==> config.mk <==
export PLATFORM = sky130hd
export DESIGN_NAME = hazard_forward_unit
export DESIGN_NICKNAME = d
export VERILOG_FILES = /design/src/rtl/hazard_pkg.sv /design/src/rtl/hazard_stage_reg.sv /design/src/rtl/hazard_forward_unit.sv
export SDC_FILE = /design/constraint.sdc
export NUM_CORES = 1
export LEC_CHECK = 0
export ABC_AREA = 1
export CORE_ASPECT_RATIO = 1.5
export CORE_MARGIN = 2
export CORE_UTILIZATION = 40
export CTS_CLUSTER_DIAMETER = 80
export CTS_CLUSTER_SIZE = 10
export DETAILED_ROUTE_END_ITERATION = 8
export GPL_TIMING_DRIVEN = 0
export HOLD_SLACK_MARGIN = 0.05
export PLACE_DENSITY = 0.61
export SLEW_MARGIN = 15
export SYNTH_ARGS = -nofsm -noshare
export SYNTH_HDL_FRONTEND = slang
export SYNTH_SLANG_ARGS = --single-unit
==> constraint.sdc <==
create_clock -name clk -period 1.9 [get_ports clk]
set_input_delay 0.57 -clock clk [delete_from_list [all_inputs] [get_ports clk]]
set_output_delay 0.57 -clock clk [all_outputs]
set_load 0.01 [all_outputs]
==> src/rtl/hazard_pkg.sv <==
// Shared types for the hazard/forwarding unit: forwarding select codes and
// the shadow-stage record that follows each instruction down EX, MEM and WB.
package hazard_pkg;

   localparam logic [1:0] FWD_RF  = 2'b00;
   localparam logic [1:0] FWD_MEM = 2'b01;
   localparam logic [1:0] FWD_WB  = 2'b10;

   typedef struct packed {
      logic       valid;
      logic [4:0] rs;
      logic [4:0] rt;
      logic       uses_rs;
      logic       uses_rt;
      logic [4:0] dst;
      logic       reg_write;
      logic       mem_read;
   } stage_t;

   localparam stage_t STAGE_BUBBLE = '0;

   // Register 0 is hardwired, so a write to it never produces a hazard.
   function automatic logic isLiveWriter(input stage_t s);
      return s.valid & s.reg_write & (s.dst != 5'd0);
   endfunction

endpackage

==> src/rtl/hazard_stage_reg.sv <==
// One shadow pipeline register: captures the incoming stage record when
// i_load is high, otherwise collapses to a bubble.
module hazard_stage_reg
   import hazard_pkg::*;
(
   input  logic   clk,
   input  logic   rst,
   input  logic   i_load,
   input  stage_t i_d,
   output stage_t o_q
);

   stage_t r_q;

   always_ff @(posedge clk or posedge rst) begin
      if (rst)
         r_q <= STAGE_BUBBLE;
      else if (i_load)
         r_q <= i_d;
      else
         r_q <= STAGE_BUBBLE;
   end

   assign o_q = r_q;

endmodule

==> src/rtl/hazard_forward_unit.sv <==
// Read-after-write hazard resolution for the 5-stage pipeline: shadows the
// in-flight writers, raises the one-cycle load-use stall and picks ALU forwards.
module hazard_forward_unit
   import hazard_pkg::*;
#(
   parameter int CNT_W = 16
)(
   input  logic             clk,
   input  logic             rst,
   input  logic             id_valid,
   input  logic [4:0]       id_rs,
   input  logic [4:0]       id_rt,
   input  logic             id_uses_rs,
   input  logic             id_uses_rt,
   input  logic [4:0]       id_dst,
   input  logic             id_reg_write,
   input  logic             id_mem_read,
   input  logic             flush,
   output logic             stall,
   output logic [1:0]       fwd_a,
   output logic [1:0]       fwd_b,
   output logic [CNT_W-1:0] stall_count
);

   localparam logic [CNT_W-1:0] CNT_ONE = {{(CNT_W-1){1'b0}}, 1'b1};

   stage_t           w_idRec;
   stage_t           w_ex;
   stage_t           w_mem;
   stage_t           w_wb;
   logic             w_exLoad;
   logic             w_unused;
   logic [CNT_W-1:0] r_stallCount;

   assign w_idRec = '{valid:     id_valid,
                      rs:        id_rs,
                      rt:        id_rt,
                      uses_rs:   id_uses_rs,
                      uses_rt:   id_uses_rt,
                      dst:       id_dst,
                      reg_write: id_reg_write,
                      mem_read:  id_mem_read};

   // A stalled or flushed ID instruction must not enter EX; a bubble goes in instead.
   assign w_exLoad = id_valid & ~stall & ~flush;

   hazard_stage_reg u_exReg (
      .clk    (clk),
      .rst    (rst),
      .i_load (w_exLoad),
      .i_d    (w_idRec),
      .o_q    (w_ex)
   );

   hazard_stage_reg u_memReg (
      .clk    (clk),
      .rst    (rst),
      .i_load (1'b1),
      .i_d    (w_ex),
      .o_q    (w_mem)
   );

   hazard_stage_reg u_wbReg (
      .clk    (clk),
      .rst    (rst),
      .i_load (1'b1),
      .i_d    (w_mem),
      .o_q    (w_wb)
   );

   // Source fields of the two older stages are carried for debug only.
   assign w_unused = ^{w_mem.rs, w_mem.rt, w_mem.uses_rs, w_mem.uses_rt, w_mem.mem_read,
                       w_wb.rs, w_wb.rt, w_wb.uses_rs, w_wb.uses_rt, w_wb.mem_read};

   function automatic logic [1:0] fwdSelect(input logic uses, input logic [4:0] src,
                                            input stage_t mem, input stage_t wb);
      logic [1:0] sel;
      sel = FWD_RF;
      if (uses && isLiveWriter(mem) && (mem.dst == src))
         sel = FWD_MEM;
      else if (uses && isLiveWriter(wb) && (wb.dst == src))
         sel = FWD_WB;
      return sel;
   endfunction

   always_comb begin
      stall = 1'b0;
      fwd_a = FWD_RF;
      fwd_b = FWD_RF;
      if (id_valid && !flush && isLiveWriter(w_ex) && w_ex.mem_read &&
          ((id_uses_rs && (id_rs == w_ex.dst)) || (id_uses_rt && (id_rt == w_ex.dst))))
         stall = 1'b1;
      if (w_ex.valid) begin
         fwd_a = fwdSelect(w_ex.uses_rs, w_ex.rs, w_mem, w_wb);
         fwd_b = fwdSelect(w_ex.uses_rt, w_ex.rt, w_mem, w_wb);
      end
   end

   always_ff @(posedge clk or posedge rst) begin
      if (rst)
         r_stallCount <= '0;
      else if (stall && (r_stallCount != {CNT_W{1'b1}}))
         r_stallCount <= r_stallCount + CNT_ONE;
   end

   assign stall_count = r_stallCount;

endmodule

==> results of run 1 <==
power by group:
group / internal [mW] / switching (mW) / total [mW] / leakage, nW
clock: 0.252 / 0.350 / 0.601 / 0.0362
combinational: 0.0958 / 0.122 / 0.218 / 1.14
sequential: 1.09 / 0.0261 / 1.12 / 0.658
flip-flops by register name, indices dropped and copies added, names as in the netlist:
name,count
u_wbReg.o_q,7
u_exReg.o_q,20
u_memReg.o_q,7
stall_count,16
worst max-delay path by stage:
| stage | slack, ns | startpoint | depth (start not counted) | endpoint |
|---|---|---|---|---|
| after detailed placement | -1.06 | id_rt[1] | 10 | stall |
| after CTS | -0.21 | u_memReg.o_q[5] | 8 | fwd_a[1] |
| after global routing | -0.31 | u_memReg.o_q[5] | 8 | fwd_a[1] |
| final | -0.17 | u_memReg.o_q[3] | 7 | fwd_a[0] |
| after floorplan | 0.13 | rst | 1 | stall_count[0] |
| after global placement | -1.05 | id_rt[1] | 10 | stall |
through the flow:
step	power, mW	TNS (ns)	std cells
2_1_floorplan	1.24	0	352
3_3_place_gp	1.32	-59.12	471
3_5_place_dp	1.33	-16.77	472
4_1_cts	1.95	-0.961	492
5_1_grt	2.02	-1.41	502
6_report	1.94	-0.781	502
what timing repair did:
action,CTS,global route
pin swaps,23,19
endpoints found under the hold margin,0,0
setup endpoints to repair,50,23
setup buffers,13,10
gates resized for setup,66,32
area by class of cell:
cell class,count,area [sq um],share of cell area
Tap cell,76,95.1,0.0269
Timing Repair Buffer,67,568,0.160
Buffer,6,36.3,0.0102
Clock buffer,5,68.8,0.0194
Sequential cell,50,1270,0.358
Inverter,55,209,0.0590
Multi-Input combinational cell,241,1280,0.362
Clock inverter,2,15.0,0.00424
cells by family after synthesis:
group / after synthesis
flops: 50
fa+ha+maj: 1
buf+inv: 61
compound gates: 15
simple gates: 214
xor+xnor: 11
layer usage:
layer,GRT usage,routed length [um],up-vias
met5,0,0,-
met2,0.392,4130,54
li1,-,-,1257
met1,0.189,2470,1191
met3,0.0292,228,16
met4,0.0755,188,0
placed cells by master (no fill, tap or decap), drive strengths merged, types with 6 or more instances in the layout:
master	instances
buf	35
dfrtp	50
nand2	111
inv	55
xnor2	7
nand4	25
nor3	6
clkbuf	11
nand3	18
clkdlybuf4s50	23
nor2	52
==> results.txt, run 1 <==
----------------------------------------------------
[CTS]
  CTS buffer count ... 5
  Cts hold-fix bufs ... 0
  Latest clock arrival within the worst-skew pair ... 0.30 ns
  Number of buffers between clock root and the deepest sink ... 2
  Clock slew at reported path FFs ... roughly 0.090 ns
  CTS HTree Levels ... 2
  Sink Count ... 50
  Clock tree from TritonCTS ... done
  Library cell used as clock root buffer ... sky130_fd_sc_hd__clkbuf_8

[Route]
  Via Count ... 2518
  Post-detailed-route DRC marker count ... 0
  Vias per inst ... 5.02
  Initial drt markers ... 91
  Iteration count of the initial detailed-routing pass ... 4
  Post-detailed-routing wire length ... about 7000 um
  Final routed wire length divided by cell count ... between 10 and 15 um
  Post-detailed-route count of antenna-violating nets ... 0

[Floorplanning]
  Num rows ... 36
  Initial core utilization ... 0.412
  Area enclosed by the die boundary ... ~7300 sq um
  Height of the die ... between 100 and 150 um
  Die outline width ... roughly 71 um
  I/O pin count ... between 40 and 50
  Core region area ... 6440 sq um

[Setup path]
  Crit-path slowest cell ... sky130_fd_sc_hd__dfrtp_1
  Type of the worst setup path ... register to output pin
  Top delay family on crit path ... flip-flops
  Cell count of the worst reg-to-reg path ... 11
  Element type at the critical path end ... output pin
  Worst reg2reg path startpoint ... u_exReg.o_q[2]
  Data required time of the critical path ... 1.33 ns
  Biggest fanout along the worst timing path ... 4
  Highest cell delay on the worst timing path ... between 0.3 and 0.4 ns
  Crit start category ... register
  Buf/Inv on CP ... 2
  Worst path cell trace ... inv_2, nand2_1, nand2_1, a211oi_2, nand2_1, nor3_1, buf_2
  Worst Path Arrival ... around 1.5 ns
  FF-to-FF setup slack ... 0.11 ns
  Most frequent cell on the critical path ... sky130_fd_sc_hd__nand2_1
  Endpoint of the most critical register-to-register path ... stall_count[0]

[Yosys]
  Adder-cell share of the synthesized area ... 0.00471
  Most instantiated library cell after synthesis ... sky130_fd_sc_hd__nand2_1
  Sequential element share of the synthesized area ... 0.471
  Share of flip-flops with an asynchronous set or reset ... 1.00
  Number of synthesis warnings ... 0
  Post-Synth XOR/XNOR Area ... 0.0363
  Proportion of synthesized area in mux cells ... 0
  Post-synthesis compound-gate area fraction ... 0.0372
  Syn Std Cell Area ... 2650 sq um
  Avg Synthesized Cell Area ... approximately 7.5 sq um
  Leading area contributor after synthesis ... sky130_fd_sc_hd__dfrtp_1
  Gate count after technology mapping ... roughly 350
  Yosys top cell area share ... 0.471
  Main combinational cell family by area after synthesis ... simple AND/OR/NAND/NOR gates
  Area contributors post-synth ... sky130_fd_sc_hd__dfrtp_1 47%, sky130_fd_sc_hd__nand2_1 16%, sky130_fd_sc_hd__nor2_1 7.1%, sky130_fd_sc_hd__inv_1 6.9%, sky130_fd_sc_hd__nand4_1 5.7%
  Post-synth EDFFs ... 0
  Number of synthesized register bits ... 50
  Simple-gate area share of the yosys netlist ... 0.359
  Number of distinct library cells after synthesis ... 28
  Ys flop type ... sky130_fd_sc_hd__dfrtp_1
  Top post-synthesis cells by count ... 110 x sky130_fd_sc_hd__nand2_1, 50 x sky130_fd_sc_hd__dfrtp_1, 50 x sky130_fd_sc_hd__nor2_1
  Post-Synthesis Net Count ... between 300 and 400

[STA]
  Least setup slack across all paths after layout ... -0.175 ns
  Number of hold-slack violations in the final timing report ... 0
  Period utilisation layout ... 1.09
  Setup Viol. Count Final ... 5
  Clk_skew ... around 0.0052 ns
  Smallest hold slack ... ~0.38 ns
  RSZ-0062 raised after global routing ... yes
  Transition time at the pin with the least slew margin ... 0.415 ns
  Pins over their slew limit ... 0
  Max Freq ... ~480 MHz
  Max transition margin ... 0.723
  Final worst path period need ... 2.07 ns

[Placed design]
  RD Place Congestion ... 0.909
  Quantity of I/O buffers inserted on ports ... 43
  Worst slack after detailed placement ... -1.06 ns
  Area of placed instances ... 3200 sq um
  HPWL reported at the end of detailed placement ... ~5100 um

[Global routing]
  Overflow left after global routing ... 0
  Global-route wire length before repair ... between 10000 and 15000 um
  Number of antenna violations at the first check in global routing ... 0
  Largest net degree at the start of global routing ... 33
  Global-route total usage across every layer ... 0.195
  Number of global-route vias before repair ... around 2400

[Cells and area]
  Filler instances ... approximately 630
  Fraction of final layout cells with drive strength greater than 1 ... 0.246
  Net total in the final layout ... 450
  Utilization of the core after routing ... 0.550
  Layout Area Growth over Synthesis ... 33.4%
  Design area ... 3540 sq um
  Diode insertion count for antenna repair ... 0

[Min path]
  HP Start ... u_exReg.o_q[1]
  Sink of the worst hold path ... u_memReg.o_q[1]
  Number of instances on the worst hold path ... 0
  Path class of the lowest-slack min-delay path ... register to register

[Run status]
  Result of the run ... finished with violations
  Violated checks ... setup timing

[Run]
  Max-cap violations ... 0

[Pwr]
  P per Cell Area ... around 550 nW/um^2
  P_leak ... about 1.8 nW
  Peak VDD IR ... about 0.32 mV

----------------------------------------------------
No activity file was read; power rests on OpenSTA's default activity.
==> inputs of run 2 (changes only) <==
- CORE_UTILIZATION: 40 -> 45
- PLACE_DENSITY: 0.61 -> 0.67
==> run 2 against run 1 <==
Effect of this change: the flow still finishes with violations (setup timing); design area decreased by 0.81%; worst setup slack worse by 0.052 ns; power about the same; sequential share of layout area is 0.44 points higher; sequential cell count unchanged; critical endpoint unchanged; largest power group unchanged.
==> results.txt, run 2 (synthesis results as in run 1) <==
----------------------------------------------------
[Route]
  Iteration count of the initial detailed-routing pass ... 4 (unchanged)
  Top metal layer carrying routed signals ... met4
  Post-detailed-routing wire length ... 6880 um (-2.0%)
  Initial drt markers ... 88 (-3.3%)
  Post-detailed-route count of antenna-violating nets ... 0 (unchanged)
  Final routed wire length divided by cell count ... 14.0 um (+0.16%)
  Post-detailed-route DRC marker count ... 0 (unchanged)
  Amount of wire on met2 after detailed routing ... 3950 um (-4.5%)
  Met3 layer wire length in the routed design ... 242 um (+6.1%)
  Wire length on met1 ... 2500 um (+1.0%)
  Vias per inst ... 5.08 (+1.3%)
  Via Count ... 2496 (-0.87%)

[STA]
  Period utilisation layout ... 1.12 (+0.0273)
  Final worst path period need ... 2.13 ns (+0.0519 ns)
  Smallest hold slack ... 0.389 ns (+0.00460 ns)
  Clk_skew ... 0.00400 ns (-0.00121 ns)
  RSZ-0062 raised after global routing ... yes
  Setup total negative slack ... -0.816 ns (-0.0354 ns)
  Max Freq ... 470 MHz (-2.4%)
  Setup Viol. Count Final ... 5 (unchanged)
  Number of hold-slack violations in the final timing report ... 0 (unchanged)
  Least setup slack across all paths after layout ... -0.227 ns (-0.0519 ns)
  Pins over their slew limit ... 0 (unchanged)
  Transition time at the pin with the least slew margin ... 0.544 ns (+0.129 ns)
  Max transition margin ... 0.637 (-0.0861)

[Global routing]
  Overflow left after global routing ... 0 (unchanged)
  Global-route total usage across every layer ... 0.222 (+0.0276)
  Global-route wire length before repair ... 11000 um (-0.74%)
  Number of antenna violations at the first check in global routing ... 0 (unchanged)
  Number of global-route vias before repair ... 2494 (+2.8%)
  Largest net degree at the start of global routing ... 28 (-15%)

[Pwr]
  P_leak ... 1.83 nW (-0.32%)
  Peak VDD IR ... 0.352 mV (+8.9%)
  P per Cell Area ... 551 nW/um^2 (+0.72%)

[Floorplanning]
  Num rows ... 34 (-5.6%)
  I/O pin count ... 44 (unchanged)
  Die outline width ... 66.7 um (-5.4%)
  Area enclosed by the die boundary ... 6540 sq um (-11%)
  Height of the die ... 98.1 um (-5.5%)
  Core region area ... 5740 sq um (-11%)
  Initial core utilization ... 0.462 (+0.0501)

[Cells and area]
  Net total in the final layout ... 443 (-1.6%)
  Filler instances ... 540 (-14%)
  Layout Area Growth over Synthesis ... 32.3%
  Max FFs per register ... 20 (unchanged)
  Diode insertion count for antenna repair ... 0 (unchanged)
  Fraction of final layout cells with drive strength greater than 1 ... 0.265 (+0.0184)
  Commonest cells after routing, fill and taps aside ... 99 x sky130_fd_sc_hd__nand2_1, 45 x sky130_fd_sc_hd__nor2_1, 41 x sky130_fd_sc_hd__inv_1
  Most common library cell in the layout ignoring fill and taps ... sky130_fd_sc_hd__nand2_1

[Placed design]
  RD Place Congestion ... 0.872 (-4.1%)
  Quantity of I/O buffers inserted on ports ... 43 (unchanged)
  HPWL reported at the end of detailed placement ... 5130 um (+1.5%)

[Setup path]
  Biggest fanout along the worst timing path ... 6 (+2)
  Endpoint of the most critical register-to-register path ... stall_count[8]
  FF-to-FF setup slack ... 0.13 ns (+0.02 ns)
  Element type at the critical path end ... output pin
  Cell count of the worst reg-to-reg path ... 7 (-4)
  Crit start category ... register
  Type of the worst setup path ... register to output pin
  Data required time of the critical path ... 1.33 ns (about the same)
  Worst reg2reg path startpoint ... stall_count[1]
  Worst Path Arrival ... 1.56 ns (+0.06 ns)

[Min path]
  Sink of the worst hold path ... u_memReg.o_q[1]
  Path class of the lowest-slack min-delay path ... register to register
  Number of instances on the worst hold path ... 0 (unchanged)
  HP Start ... u_exReg.o_q[1]

[CTS]
  Clock slew at reported path FFs ... 0.09 ns (about the same)
  Latest clock arrival within the worst-skew pair ... 0.30 ns (about the same)
  CTS HTree Levels ... 2 (unchanged)
  Cts hold-fix bufs ... 0 (unchanged)
  Sink Count ... 50 (unchanged)
  Library cell used as clock root buffer ... sky130_fd_sc_hd__clkbuf_8
  Clock tree from TritonCTS ... done
  Number of buffers between clock root and the deepest sink ... 2 (unchanged)
  CTS buffer count ... 5 (unchanged)

[Run status]
  Violated checks ... setup timing
  Result of the run ... finished with violations

[Run]
  Max-cap violations ... 0 (unchanged)

----------------------------------------------------
## run 2: cell types whose count changed in the layout (fill, tap and decap cells not counted), sizes merged
cell           before  now
dlymetal6s2s        2    3
dlygate4sd2         4    5
clkbuf             11   14
buf                35   27
clkdlybuf4s15       3    1
clkdlybuf4s50      23   21
## run 2: how the worst max path moves through the flow
stage	startpoint	end	slack, ns	cells past startpoint
5_1_grt	u_memReg.o_q[4]	fwd_b[1]	-0.31	8
3_5_place_dp	id_rt[1]	stall	-1.06	10
4_1_cts	u_memReg.o_q[5]	fwd_b[1]	-0.20	8
6_report	u_memReg.o_q[5]	fwd_a[0]	-0.23	6
2_1_floorplan	rst	stall_count[0]	0.13	1
3_3_place_gp	id_rt[1]	stall	-1.04	10
## run 2: metal layers
metal | GRT usage | vias up
met5 | 0 | -
met4 | 0.0989 | 0
met3 | 0.0334 | 15
met2 | 0.432 | 54
met1 | 0.220 | 1183
li1 | - | 1244
## run 2: layout make-up
cell class                 count  area [sq um]  share of cell area
multi-input combinational    241          1300               0.371
sequential                    50          1270               0.362
timing repair buffer          60           517               0.147
inverter                      55           209              0.0595
tap                           72          90.1              0.0257
clock buffer                   5          68.8              0.0196
buffer                         6          36.3              0.0103
clock inverter                 2          15.0             0.00428
## run 2: repair_timing
action,4_1_cts,5_1_grt
pin swaps,23,20
setup buffers,11,5
endpoints found under the setup margin,47,28
gates resized for setup,64,52
## run 2: report_power, final
part           internal (mW)  switching [mW]  total [mW]  leakage (nW)
clock network          0.252           0.344       0.595        0.0362
registers               1.09          0.0280        1.12         0.652
logic                 0.0974           0.122       0.220          1.14
## run 2: worst max-delay path: stages, from the launching register on
cell                       delay, ns
sky130_fd_sc_hd__dfrtp_2        0.45
sky130_fd_sc_hd__nand2_2        0.08
sky130_fd_sc_hd__nand2_2        0.05
sky130_fd_sc_hd__a211oi_2       0.27
sky130_fd_sc_hd__nand2_2        0.10
sky130_fd_sc_hd__nor3_2         0.16
sky130_fd_sc_hd__buf_2          0.14
## run 2: per-stage QoR
step	cells	cell area, sq um	setup WS [ns]	util	power, mW
2_1_floorplan	352	2650	0.129	-	1.24
3_3_place_gp	467	3170	-1.04	0.553	1.32
3_5_place_dp	468	3190	-1.06	0.556	1.33
4_1_cts	486	3400	-0.204	0.592	1.94
5_1_grt	491	3510	-0.308	0.612	2.02
6_report	491	3510	-0.227	0.612	1.94
